[src/rtl/sigmoid_pkg.sv]
// ---------------------------------------------------------------------------
// sigmoid_pkg
//   Definitions shared by the sigmoid evaluator and the neuron datapath:
//   default fixed-point geometry, the evaluator state encoding, and a
//   multiply/round/saturate helper for code that runs at the default widths.
//   No ports (package).
// ---------------------------------------------------------------------------
package sigmoid_pkg;

  localparam int PKG_DATA_W = 16;
  localparam int PKG_FRAC_W = 8;

  // 1.0 and 0.5 in the default Q8.8 format.
  localparam logic signed [PKG_DATA_W-1:0] ONE  = 16'sh0100;
  localparam logic signed [PKG_DATA_W-1:0] HALF = 16'sh0080;

  typedef enum logic [2:0] {
    ST_IDLE = 3'd0,
    ST_SEG  = 3'd1,
    ST_MAC  = 3'd2,
    ST_SYM  = 3'd3,
    ST_DONE = 3'd4
  } state_e;

  // Full-width product, round half up, then arithmetic shift back to Q8.8
  // and clip to the representable range.
  function automatic logic signed [PKG_DATA_W-1:0] rnd_sat(
    input logic signed [PKG_DATA_W-1:0] a,
    input logic signed [PKG_DATA_W-1:0] b
  );
    logic signed [2*PKG_DATA_W-1:0] p;
    p = a * b;
    p = p + 32'sd128;
    p = p >>> PKG_FRAC_W;
    if (p > 32'sd32767) begin
      rnd_sat = 16'sh7FFF;
    end else if (p < -32'sd32768) begin
      rnd_sat = 16'sh8000;
    end else begin
      rnd_sat = p[PKG_DATA_W-1:0];
    end
  endfunction

endpackage

[src/rtl/fxp_mul_rnd_sat.sv]
// ---------------------------------------------------------------------------
// fxp_mul_rnd_sat
//   Combinational signed fixed-point multiply: full 2*DATA_W product, add
//   half an LSB of the result, arithmetic shift right by FRAC_W, saturate
//   to DATA_W bits.
//   Ports:
//     a_i  in  DATA_W  signed operand
//     b_i  in  DATA_W  signed operand
//     p_o  out DATA_W  rounded, saturated product
// ---------------------------------------------------------------------------
module fxp_mul_rnd_sat #(
  parameter int DATA_W = 16,
  parameter int FRAC_W = 8
) (
  input  logic signed [DATA_W-1:0] a_i,
  input  logic signed [DATA_W-1:0] b_i,
  output logic signed [DATA_W-1:0] p_o
);

  localparam int PW = 2 * DATA_W;
  localparam logic signed [PW-1:0] RND_K = PW'(1) << (FRAC_W - 1);
  localparam logic signed [PW-1:0] MAX_V = (PW'(1) << (DATA_W - 1)) - PW'(1);
  // Bitwise complement of 2^(W-1)-1 is -2^(W-1).
  localparam logic signed [PW-1:0] MIN_V = ~MAX_V;

  logic signed [PW-1:0] prod;
  logic signed [PW-1:0] shr;

  always_comb begin
    prod = a_i * b_i;
    // The rounding add cannot overflow: |prod| <= 2^(PW-2).
    shr  = (prod + RND_K) >>> FRAC_W;
    if (shr > MAX_V) begin
      p_o = MAX_V[DATA_W-1:0];
    end else if (shr < MIN_V) begin
      p_o = MIN_V[DATA_W-1:0];
    end else begin
      p_o = shr[DATA_W-1:0];
    end
  end

endmodule

[src/rtl/sigmoid_poly_eval.sv]
// ---------------------------------------------------------------------------
// sigmoid_poly_eval
//   Iterative fixed-point sigmoid. |x| selects a segment (its integer part),
//   a per-segment polynomial in |x| is evaluated in Horner form one term per
//   cycle, out-of-range inputs saturate, and negative inputs use
//   sigmoid(-x) = 1 - sigmoid(x). Coefficients are loaded at run time.
//   Ports:
//     clk        in   1       rising-edge clock
//     rst_n      in   1       asynchronous reset, active low
//     in_valid   in   1       x presented
//     in_ready   out  1       high only while idle
//     in_x       in   DATA_W  signed x, Q(DATA_W-FRAC_W).FRAC_W
//     out_valid  out  1       y valid, held until out_ready
//     out_ready  in   1       consumer takes y
//     out_y      out  DATA_W  y in [0, ONE]
//     cfg_we     in   1       coefficient write strobe
//     cfg_addr   in   CFG_AW  seg*TERMS + k, k = power of |x|
//     cfg_data   in   DATA_W  signed coefficient
//     cfg_err    out  1       one-cycle pulse: write dropped
// ---------------------------------------------------------------------------
module sigmoid_poly_eval
  import sigmoid_pkg::*;
#(
  parameter int DATA_W  = PKG_DATA_W,
  parameter int FRAC_W  = PKG_FRAC_W,
  parameter int NUM_SEG = 6,
  parameter int TERMS   = 3,
  parameter int SEG_AW  = 3,
  parameter int CFG_AW  = 5
) (
  input  logic              clk,
  input  logic              rst_n,
  input  logic              in_valid,
  output logic              in_ready,
  input  logic [DATA_W-1:0] in_x,
  output logic              out_valid,
  input  logic              out_ready,
  output logic [DATA_W-1:0] out_y,
  input  logic              cfg_we,
  input  logic [CFG_AW-1:0] cfg_addr,
  input  logic [DATA_W-1:0] cfg_data,
  output logic              cfg_err
);

  localparam int NCOEF = NUM_SEG * TERMS;
  localparam int KW    = (TERMS > 2) ? $clog2(TERMS) : 1;

  localparam logic signed [DATA_W-1:0] ONE_V    = DATA_W'(1) << FRAC_W;
  localparam logic signed [DATA_W-1:0] MAX_V    = {1'b0, {(DATA_W-1){1'b1}}};
  localparam logic signed [DATA_W-1:0] MIN_V    = {1'b1, {(DATA_W-1){1'b0}}};
  localparam logic        [DATA_W:0]   SAT_LIM  = (DATA_W+1)'(NUM_SEG) << FRAC_W;

  state_e state_q, state_d;

  logic signed [DATA_W-1:0] coef_q [NCOEF];
  logic signed [DATA_W-1:0] snap_d [TERMS];
  logic signed [DATA_W-1:0] snap_q [TERMS];

  logic                     neg_q, sat_q, cfg_err_q;
  logic        [DATA_W-1:0] u_q;
  logic signed [DATA_W-1:0] acc_q, acc_d;
  logic signed [DATA_W-1:0] y_q, y_d;
  logic        [KW-1:0]     k_q, k_d;

  // ---- input decode (evaluated on the raw input while idle) ----
  logic              x_neg, x_sat, accept, cfg_ok, cfg_wr;
  logic [DATA_W-1:0] x_abs;
  logic [SEG_AW-1:0] x_seg;

  always_comb begin
    x_neg = in_x[DATA_W-1];
    x_abs = x_neg ? (~in_x + 1'b1) : in_x;
    // The most-negative code has no positive counterpart, so flag it directly.
    x_sat = (in_x == MIN_V) || ({1'b0, x_abs} >= SAT_LIM);
    x_seg = x_sat ? '0 : x_abs[FRAC_W +: SEG_AW];
  end

  assign accept = (state_q == ST_IDLE) && in_valid;
  assign cfg_ok = (state_q == ST_IDLE) && (int'(cfg_addr) < NCOEF);
  assign cfg_wr = cfg_we && cfg_ok;

  // ---- coefficient table ----
  always_ff @(posedge clk or negedge rst_n) begin
    if (!rst_n) begin
      for (int i = 0; i < NCOEF; i++) coef_q[i] <= '0;
    end else if (cfg_wr) begin
      for (int i = 0; i < NCOEF; i++) begin
        if (cfg_addr == CFG_AW'(i)) coef_q[i] <= cfg_data;
      end
    end
  end

  // The selected segment's coefficients are copied at the accept edge, so
  // a write landing on that same edge only affects later inputs.
  always_comb begin
    for (int t = 0; t < TERMS; t++) begin
      snap_d[t] = '0;
      for (int s = 0; s < NUM_SEG; s++) begin
        if (x_seg == SEG_AW'(s)) snap_d[t] = coef_q[s*TERMS + t];
      end
    end
  end

  // ---- Horner step: acc*u rounded, plus next coefficient, saturating ----
  logic signed [DATA_W-1:0] mul_p, mac_sat;
  logic        [DATA_W:0]   mac_sum;

  fxp_mul_rnd_sat #(
    .DATA_W(DATA_W),
    .FRAC_W(FRAC_W)
  ) u_mul (
    .a_i(acc_q),
    .b_i($signed(u_q)),
    .p_o(mul_p)
  );

  always_comb begin
    mac_sum = {mul_p[DATA_W-1], mul_p} + {snap_q[k_q][DATA_W-1], snap_q[k_q]};
    if (mac_sum[DATA_W] != mac_sum[DATA_W-1]) begin
      mac_sat = mac_sum[DATA_W] ? MIN_V : MAX_V;
    end else begin
      mac_sat = mac_sum[DATA_W-1:0];
    end
  end

  // ---- FSM next state / datapath updates ----
  logic signed [DATA_W-1:0] y_pos;

  always_comb begin
    state_d = state_q;
    acc_d   = acc_q;
    k_d     = k_q;
    y_d     = y_q;
    y_pos   = '0;
    unique case (state_q)
      ST_IDLE: begin
        if (in_valid) state_d = ST_SEG;
      end
      ST_SEG: begin
        acc_d   = snap_q[TERMS-1];
        k_d     = KW'(TERMS - 2);
        state_d = ST_MAC;
      end
      ST_MAC: begin
        acc_d = mac_sat;
        if (k_q == '0) begin
          state_d = ST_SYM;
        end else begin
          k_d = k_q - 1'b1;
        end
      end
      ST_SYM: begin
        if (sat_q) begin
          y_pos = ONE_V;
        end else if (acc_q[DATA_W-1]) begin
          y_pos = '0;
        end else if (acc_q > ONE_V) begin
          y_pos = ONE_V;
        end else begin
          y_pos = acc_q;
        end
        y_d     = neg_q ? (ONE_V - y_pos) : y_pos;
        state_d = ST_DONE;
      end
      ST_DONE: begin
        if (out_ready) state_d = ST_IDLE;
      end
      default: state_d = ST_IDLE;
    endcase
  end

  always_ff @(posedge clk or negedge rst_n) begin
    if (!rst_n) begin
      state_q   <= ST_IDLE;
      neg_q     <= 1'b0;
      sat_q     <= 1'b0;
      u_q       <= '0;
      acc_q     <= '0;
      k_q       <= '0;
      y_q       <= '0;
      cfg_err_q <= 1'b0;
      for (int t = 0; t < TERMS; t++) snap_q[t] <= '0;
    end else begin
      state_q   <= state_d;
      acc_q     <= acc_d;
      k_q       <= k_d;
      y_q       <= y_d;
      cfg_err_q <= cfg_we && !cfg_ok;
      if (accept) begin
        neg_q <= x_neg;
        sat_q <= x_sat;
        u_q   <= x_abs;
        for (int t = 0; t < TERMS; t++) snap_q[t] <= snap_d[t];
      end
    end
  end

  // All handshake outputs come straight from registered state.
  assign in_ready  = (state_q == ST_IDLE);
  assign out_valid = (state_q == ST_DONE);
  assign out_y     = y_q;
  assign cfg_err   = cfg_err_q;

endmodule

[config.mk]
export PLATFORM = sky130hd
export DESIGN_NAME = sigmoid_poly_eval
export DESIGN_NICKNAME = d
export VERILOG_FILES = /design/src/rtl/sigmoid_pkg.sv /design/src/rtl/fxp_mul_rnd_sat.sv /design/src/rtl/sigmoid_poly_eval.sv
export SDC_FILE = /design/constraint.sdc
export NUM_CORES = 1
export LEC_CHECK = 0
export CORE_MARGIN = 5
export CORE_UTILIZATION = 45
export DETAILED_ROUTE_END_ITERATION = 6
export PLACE_DENSITY = 0.71
export SETUP_SLACK_MARGIN = 0.5
export SYNTH_ARGS = -nofsm -noshare
export SYNTH_HDL_FRONTEND = slang
export SYNTH_SLANG_ARGS = --single-unit
export TNS_END_PERCENT = 30
[constraint.sdc]
create_clock -name clk -period 12.1 [get_ports clk]
set_clock_uncertainty 0.15 [all_clocks]
set_input_delay 3.63 -clock clk [delete_from_list [all_inputs] [get_ports clk]]
set_output_delay 3.63 -clock clk [all_outputs]
set_load 0.03 [all_outputs]
-- Word-level counts from Yosys, hierarchy flattened
Cells that the tools add are included.
- $add $sub $neg: 5
- $mul: 1
- div/mod/pow operators: 0
- $lt $le $gt $ge: 6
- eq/ne operators: 32
- shift-type cells: 0
- multiplexer cells: 39
- bitwise logic cells: 2
- reductions and logical operators: 31
- operators by type and width (operator ; number):
    $mux W16 ; 27
    $mux W15 ; 3
    $eq A5 B4 Y1 const B ; 8
    $reduce_and A2 Y1 ; 19
    $add A32 B9 Y32 const B ; 1
    $bmux W16 S2 ; 1
    $mul A16 B16 Y32 ; 1
    $pmux W16 S2 ; 1
    $gt A24 B16 Y1 const B ; 1
    $lt A24 B16 Y1 const B ; 1
    $eq A5 B3 Y1 const B ; 4
    $add A16 B16 Y17 ; 1
    $add A16 B1 Y16 const B ; 1
    $eq A16 B16 Y1 const B ; 1
    $ge A16 B11 Y1 const B ; 1
    $gt A16 B10 Y1 const B ; 1
    $not A16 Y16 ; 1
    $sub A10 B16 Y16 const A ; 1
    $pmux W3 S5 ; 1
    $eq A3 B2 Y1 const B ; 4
    $mux W3 ; 4
    $eq A5 B2 Y1 const B ; 2
    $eq A5 B5 Y1 const B ; 2
    $eq A3 B3 Y1 const B ; 3
    other kinds (19) ; 26
- register bits after elaboration: 392
- bits in latches: 0
- memory bits (writable): 0
- bits in read-only memories: 0
- input port bits: 42
- output and inout bits: 19
- logic and storage cells: 145
- memories: 0

-- Depth between registers and ports, before layout
- word-level depth: 13
- gate-level depth with buffers: 37
- depth with buffers taken out: 34

-- Modules after synthesis
Synthesis repeated with hierarchy kept, for this count alone.
- cell total of the unflattened synthesis: 2764
- area total of the unflattened synthesis: 29024.1 um2
- by module, submodules not included (module ; instances ; cells an instance ; area each (um2) ; sequential area each (um2)):
    sigmoid_poly_eval ; 1 ; 1549 ; 18406.4 ; 9809.4
    fxp_mul_rnd_sat ; 1 ; 1215 ; 10617.7 ; 0.0

-- Least setup slack after synthesis
No wires, ideal clock.
- path type: flip-flop to flip-flop
- start point: register acc_q[6]
- end point: register acc_q[14]
- library setup time: 0.147 ns
- arrival time: 8.962 ns
- data required time: 11.803 ns
- slack: 2.841 ns
- stages on the path, launching flop included: 35
- buffers on the path: 4
- period minus slack after synthesis: 9.259 ns
- cells stage by stage: dfrtp_1 -> clkbuf_1 -> clkbuf_1 -> nand2_1 -> fa_1 -> inv_1 -> fa_1 -> fa_1 -> fa_1 -> fa_1 -> inv_1 -> fa_1 -> inv_1 -> ha_1 -> a211oi_1 -> o21ai_0 -> a22oi_1 -> a31oi_1 -> a21o_1 -> o41a_1 -> xnor2_1 -> a41o_1 -> clkbuf_1 -> a21oi_1 -> ha_1 -> fa_1 -> a21oi_1 -> o211ai_1 -> o22ai_1 -> o21ai_0 -> o221ai_1 -> a31oi_1 -> a31oi_1 -> clkbuf_1 -> a221oi_1
- cells in the longest elaborated chain, start to end: 9
- elaborated cells between the ends (all ways): 11
- those cells by class: add/sub (2); mul (1); order compare (2); eq/ne (1); mux (5)
- RTL lines (what ; line ; text):
    start, declared ; sigmoid_poly_eval.sv:61 ; logic signed [DATA_W-1:0] acc_q, acc_d;
    start signal, assigned ; sigmoid_poly_eval.sv:178 ; acc_q <= '0;
    start signal, assigned ; sigmoid_poly_eval.sv:185 ; acc_q <= acc_d;
    $mul A16 B16 Y32 * ; fxp_mul_rnd_sat.sv:30 ; prod = a_i * b_i;
    $add A32 B9 Y32 * ; fxp_mul_rnd_sat.sv:32 ; shr = (prod + RND_K) >>> FRAC_W;
    $lt A24 B16 Y1 ; fxp_mul_rnd_sat.sv:35 ; end else if (shr < MIN_V) begin
    $mux W16 ; fxp_mul_rnd_sat.sv:35 ;
    $mux W16 * ; fxp_mul_rnd_sat.sv:33 ; if (shr > MAX_V) begin
    $add A16 B16 Y17 * ; sigmoid_poly_eval.sv:118 ; mac_sum = {mul_p[DATA_W-1], mul_p} + {snap_q[k_q][DATA_W-1], snap_q[k_q]};
    $mux W16 or $ne A1 B1 Y1 (tied branches) ; sigmoid_poly_eval.sv:120, sigmoid_poly_eval.sv:119 ;
    $mux W16 * ; sigmoid_poly_eval.sv:119 ; if (mac_sum[DATA_W] != mac_sum[DATA_W-1]) begin
    $pmux W16 S2 * ; sigmoid_poly_eval.sv:135 ; unique case (state_q)
Every way passes the cells marked *; elsewhere a longest branch is shown, timed or not.
A chain may end at the register's enable or synchronous reset.

-- Worst setup path after layout
- start point: register u_q[8]
- end point: register acc_q[8]
- cells in the longest elaborated chain, start to end: 9
- elaborated cells between the ends (all ways): 11
- those cells by class: add/sub (2); mul (1); order compare (2); eq/ne (1); mux (5)
- RTL lines (what ; line ; text):
    start, declared ; sigmoid_poly_eval.sv:60 ; logic [DATA_W-1:0] u_q;
    start signal, assigned ; sigmoid_poly_eval.sv:192 ; u_q <= x_abs;
    $mul A16 B16 Y32 * ; fxp_mul_rnd_sat.sv:30 ;
    $add A32 B9 Y32 * ; fxp_mul_rnd_sat.sv:32 ;
    $lt A24 B16 Y1 ; fxp_mul_rnd_sat.sv:35 ;
    $mux W16 ; fxp_mul_rnd_sat.sv:35 ;
    $mux W16 * ; fxp_mul_rnd_sat.sv:33 ;
    $add A16 B16 Y17 * ; sigmoid_poly_eval.sv:118 ;
    $mux W16 or $ne A1 B1 Y1 (tied branches) ; sigmoid_poly_eval.sv:120, sigmoid_poly_eval.sv:119 ;
    $mux W16 * ; sigmoid_poly_eval.sv:119 ;
    $pmux W16 S2 * ; sigmoid_poly_eval.sv:135 ;
Marks and branches as above.

==> results.md <==
* GRT Total Usage at 21.9%
* Largest net degree at the start of global routing at 203
* Final WL at 72.3 mm
* Final slew viol count at 0
* Number of CTS-inserted buffers at 44
* Crit path max-delay cell type: a31oi_1
* Pre-CTS WS at 1.36 ns
* Most Frequent Cell on Critical Path: fa_1
* Sink Count at 392
* Final setup fails at 0
* Vias/cell at 5.78
* Storage cell area at 9810 um2
* CTS tree: yes
* Die X at 259 um
* # nets final at 2,994
* # rows at 91
* Area Overhead vs Synth at 9.83%
* HP Class: register to register
* Most common cell after layout, fill and taps aside: dfrtp_1
* RSZ-0062 raised after global routing: false
* Fill count at 5,399
* Clock transition at path regs at 0.07 ns
* Final worst slack at 1.28 ns
* First-pass GRT wire length at 118 mm
* Setup Crit Path Kind: register to register
* Vias at 19,800
* Routed Antenna Nets at 0
* Vias in the first global route at 21,400
* CP Launch Type: register
* Synthesized area at 27,800 um2
* Worst EP arrival at 11.06 ns
* Worst Tran Pin Value at 1.21 ns
* Most frequent cells in the layout: dfrtp_1, inv_1, mux2_2, nand2_1, fa_1
* Synth cell types at 63
* Crit. End Element: register
* Antenna fix cells at 0
* Period utilisation layout at 89.5%
* Syn avg cell area at 10.7 um2
* CTS HTree Levels at 2
* # IOs at 61
* Clk root buf: clkbuf_16
* Synth top area share at 35.3%
* Multi-input gate area at 16,300 um2
* Die height at 259 um
* Max_cap viols at 0
* Antenna violations before repair at 0
* Hold buffers post-CTS at 0
* Relative slew slack at 19.2%
* WP data required at 12.33 ns
* Congestion Overflow GR at 0
* Max Clk Rate at 92.4 MHz
* Worst-path fanout max at 17
* Leading area contributor after synthesis: dfrtp_1
* Post_cts resized at 0
* Worst skew pair latency at 0.59 ns
* Layout cell share with drive strength beyond 1 at 15.8%
* Number of synthesized flops with an enable pin at 0
* Post-CTS Setup Inserts at 0
* Initial Util at 45.3%
* Top FF cell, synth: dfrtp_1
* DP HPWL at 50.7 mm
* Synth area leaders: dfrtp_1, fa_1, mux2_2, ha_1, inv_1
* Period minus WS final at 10.82 ns
* Sequential fraction of the synthesis area at 35.3%
* Core Footprint at 61,500 um2
* Buffers on Ports at 60
* Drc violations at 0
* Gpl congestion at 0.919
* Die Footprint at 66,900 um2
* Status: complete, no violations
* Detailed Route Iter0 Violations at 1,410
* Synthesized Nets at 3,010
* Fin Setup TNS at 0 ns
* WL/cell at 21.1 um
* CP max stage delay at 0.89 ns
* Ys async rst share at 100%
* Yosys reg bits at 392
* DRT Pass-1 Iters at 5
* Fin. Hold Viols at 0
* Yosys Warn Count at 0
* Post-Synthesis Cells at 2,609
* Deepest clock path buffer count at 3
[kinds of logic after synthesis]
group	synth area share, %
flops	35.3
buf+inv	6.32
fa+ha+maj	23.2
simple gates	9.74
mux	13.4
xor+xnor	1.95
compound gates	10.1
[registers in the layout, indices dropped and copies added, names as in the netlist]
name and count:
state_q 3, out_y 16, cfg_err 1, k_q 2, acc_q 16, sat_q 1
u_q 16, snap_q 48, neg_q 1, coef_q 288
[area by class of cell]
| class | count | share of cell area, % |
|---|---|---|
| Multi-Input combinational cell | 1753 | 53.4 |
| Sequential cell | 392 | 32.1 |
| Clock buffer | 60 | 4.00 |
| Inverter | 316 | 3.88 |
| Tap cell | 790 | 3.23 |
| Timing Repair Buffer | 86 | 2.66 |
| Clock inverter | 21 | 0.692 |
[worst paths after layout]
check / start / to / slack, ns / depth (start not counted)
worst min register to register: out_y[4]$_DFFE_PN0P_ / out_y[4]$_DFFE_PN0P_ / 0.33 / 2
worst min-delay path: out_y[4]$_DFFE_PN0P_ / out_y[4]$_DFFE_PN0P_ / 0.33 / 2
worst max-delay path: u_q[8]$_DFFE_PN0P_ / acc_q[8]$_DFFE_PN0P_ / 1.28 / 32
max in group asynchronous: rst_n / out_y[12]$_DFFE_PN0P_ / 7.11 / 2
min in group asynchronous: rst_n / coef_q[171]$_DFFE_PN0P_ / 2.99 / 1
worst max register to register: u_q[8]$_DFFE_PN0P_ / acc_q[8]$_DFFE_PN0P_ / 1.28 / 32
[per-stage QoR]
step	hold WS, ns	std cells	util [%]	area, um2
after floorplan	0.317	2609	-	27800
after global placement	0.318	3337	47.4	29100
after detailed placement	0.321	3337	47.4	29100
after CTS	0.333	3418	49.7	30600
after global routing	0.358	3418	49.7	30600
final	0.327	3418	49.7	30600
[metal layers]
metal  up-vias  GRT usage, %  wire [um]
met5         -             0          0
met4         0          6.37       2050
met3       141          3.53       4420
met2       701          36.5      35100
met1     10200          30.0      30700
li1       8689             -          -
[worst max-delay path: cells and delay by family (launching register included)]
| family | cells | cell delay, ns |
|---|---|---|
| AND/OR/NAND/NOR | 3 | 0.54 |
| XOR/XNOR | 1 | 0.18 |
| flip-flops | 1 | 0.88 |
| adder cells (fa/ha/maj) | 9 | 4.23 |
| buffers and inverters | 5 | 0.33 |
| AO/OA/AOI/OAI | 14 | 4.31 |
[Yosys cell counts (3+ instances only)]
cell	instances
o21bai_1	3
nand2b_1	13
a21oi_1	106
fa_1	263
clkbuf_1	137
nor3_1	19
nor2b_1	10
or3_1	10
xnor2_1	31
or2_2	8
o2bb2ai_1	27
buf_2	5
a31oi_1	6
or4_1	3
a21o_1	14
ha_1	96
a211oi_1	37
inv_1	316
dfrtp_1	392
nand3b_1	3
nand3_1	10
o22ai_1	61
o21a_1	12
nor3b_1	3
o211a_1	3
a22oi_1	4
buf_4	3
nand4_1	7
a221oi_1	44
o211ai_1	4
nand2_1	276
buf_1	3
xor2_1	31
mux2_2	291
o41ai_1	4
nor4_1	3
mux2i_1	45
and2_1	123
o31ai_1	11
nor2_1	77
o21ai_0	65
Power is not shown: default switching activity piles up to over one toggle a cycle in this logic, so the estimate is an artifact.
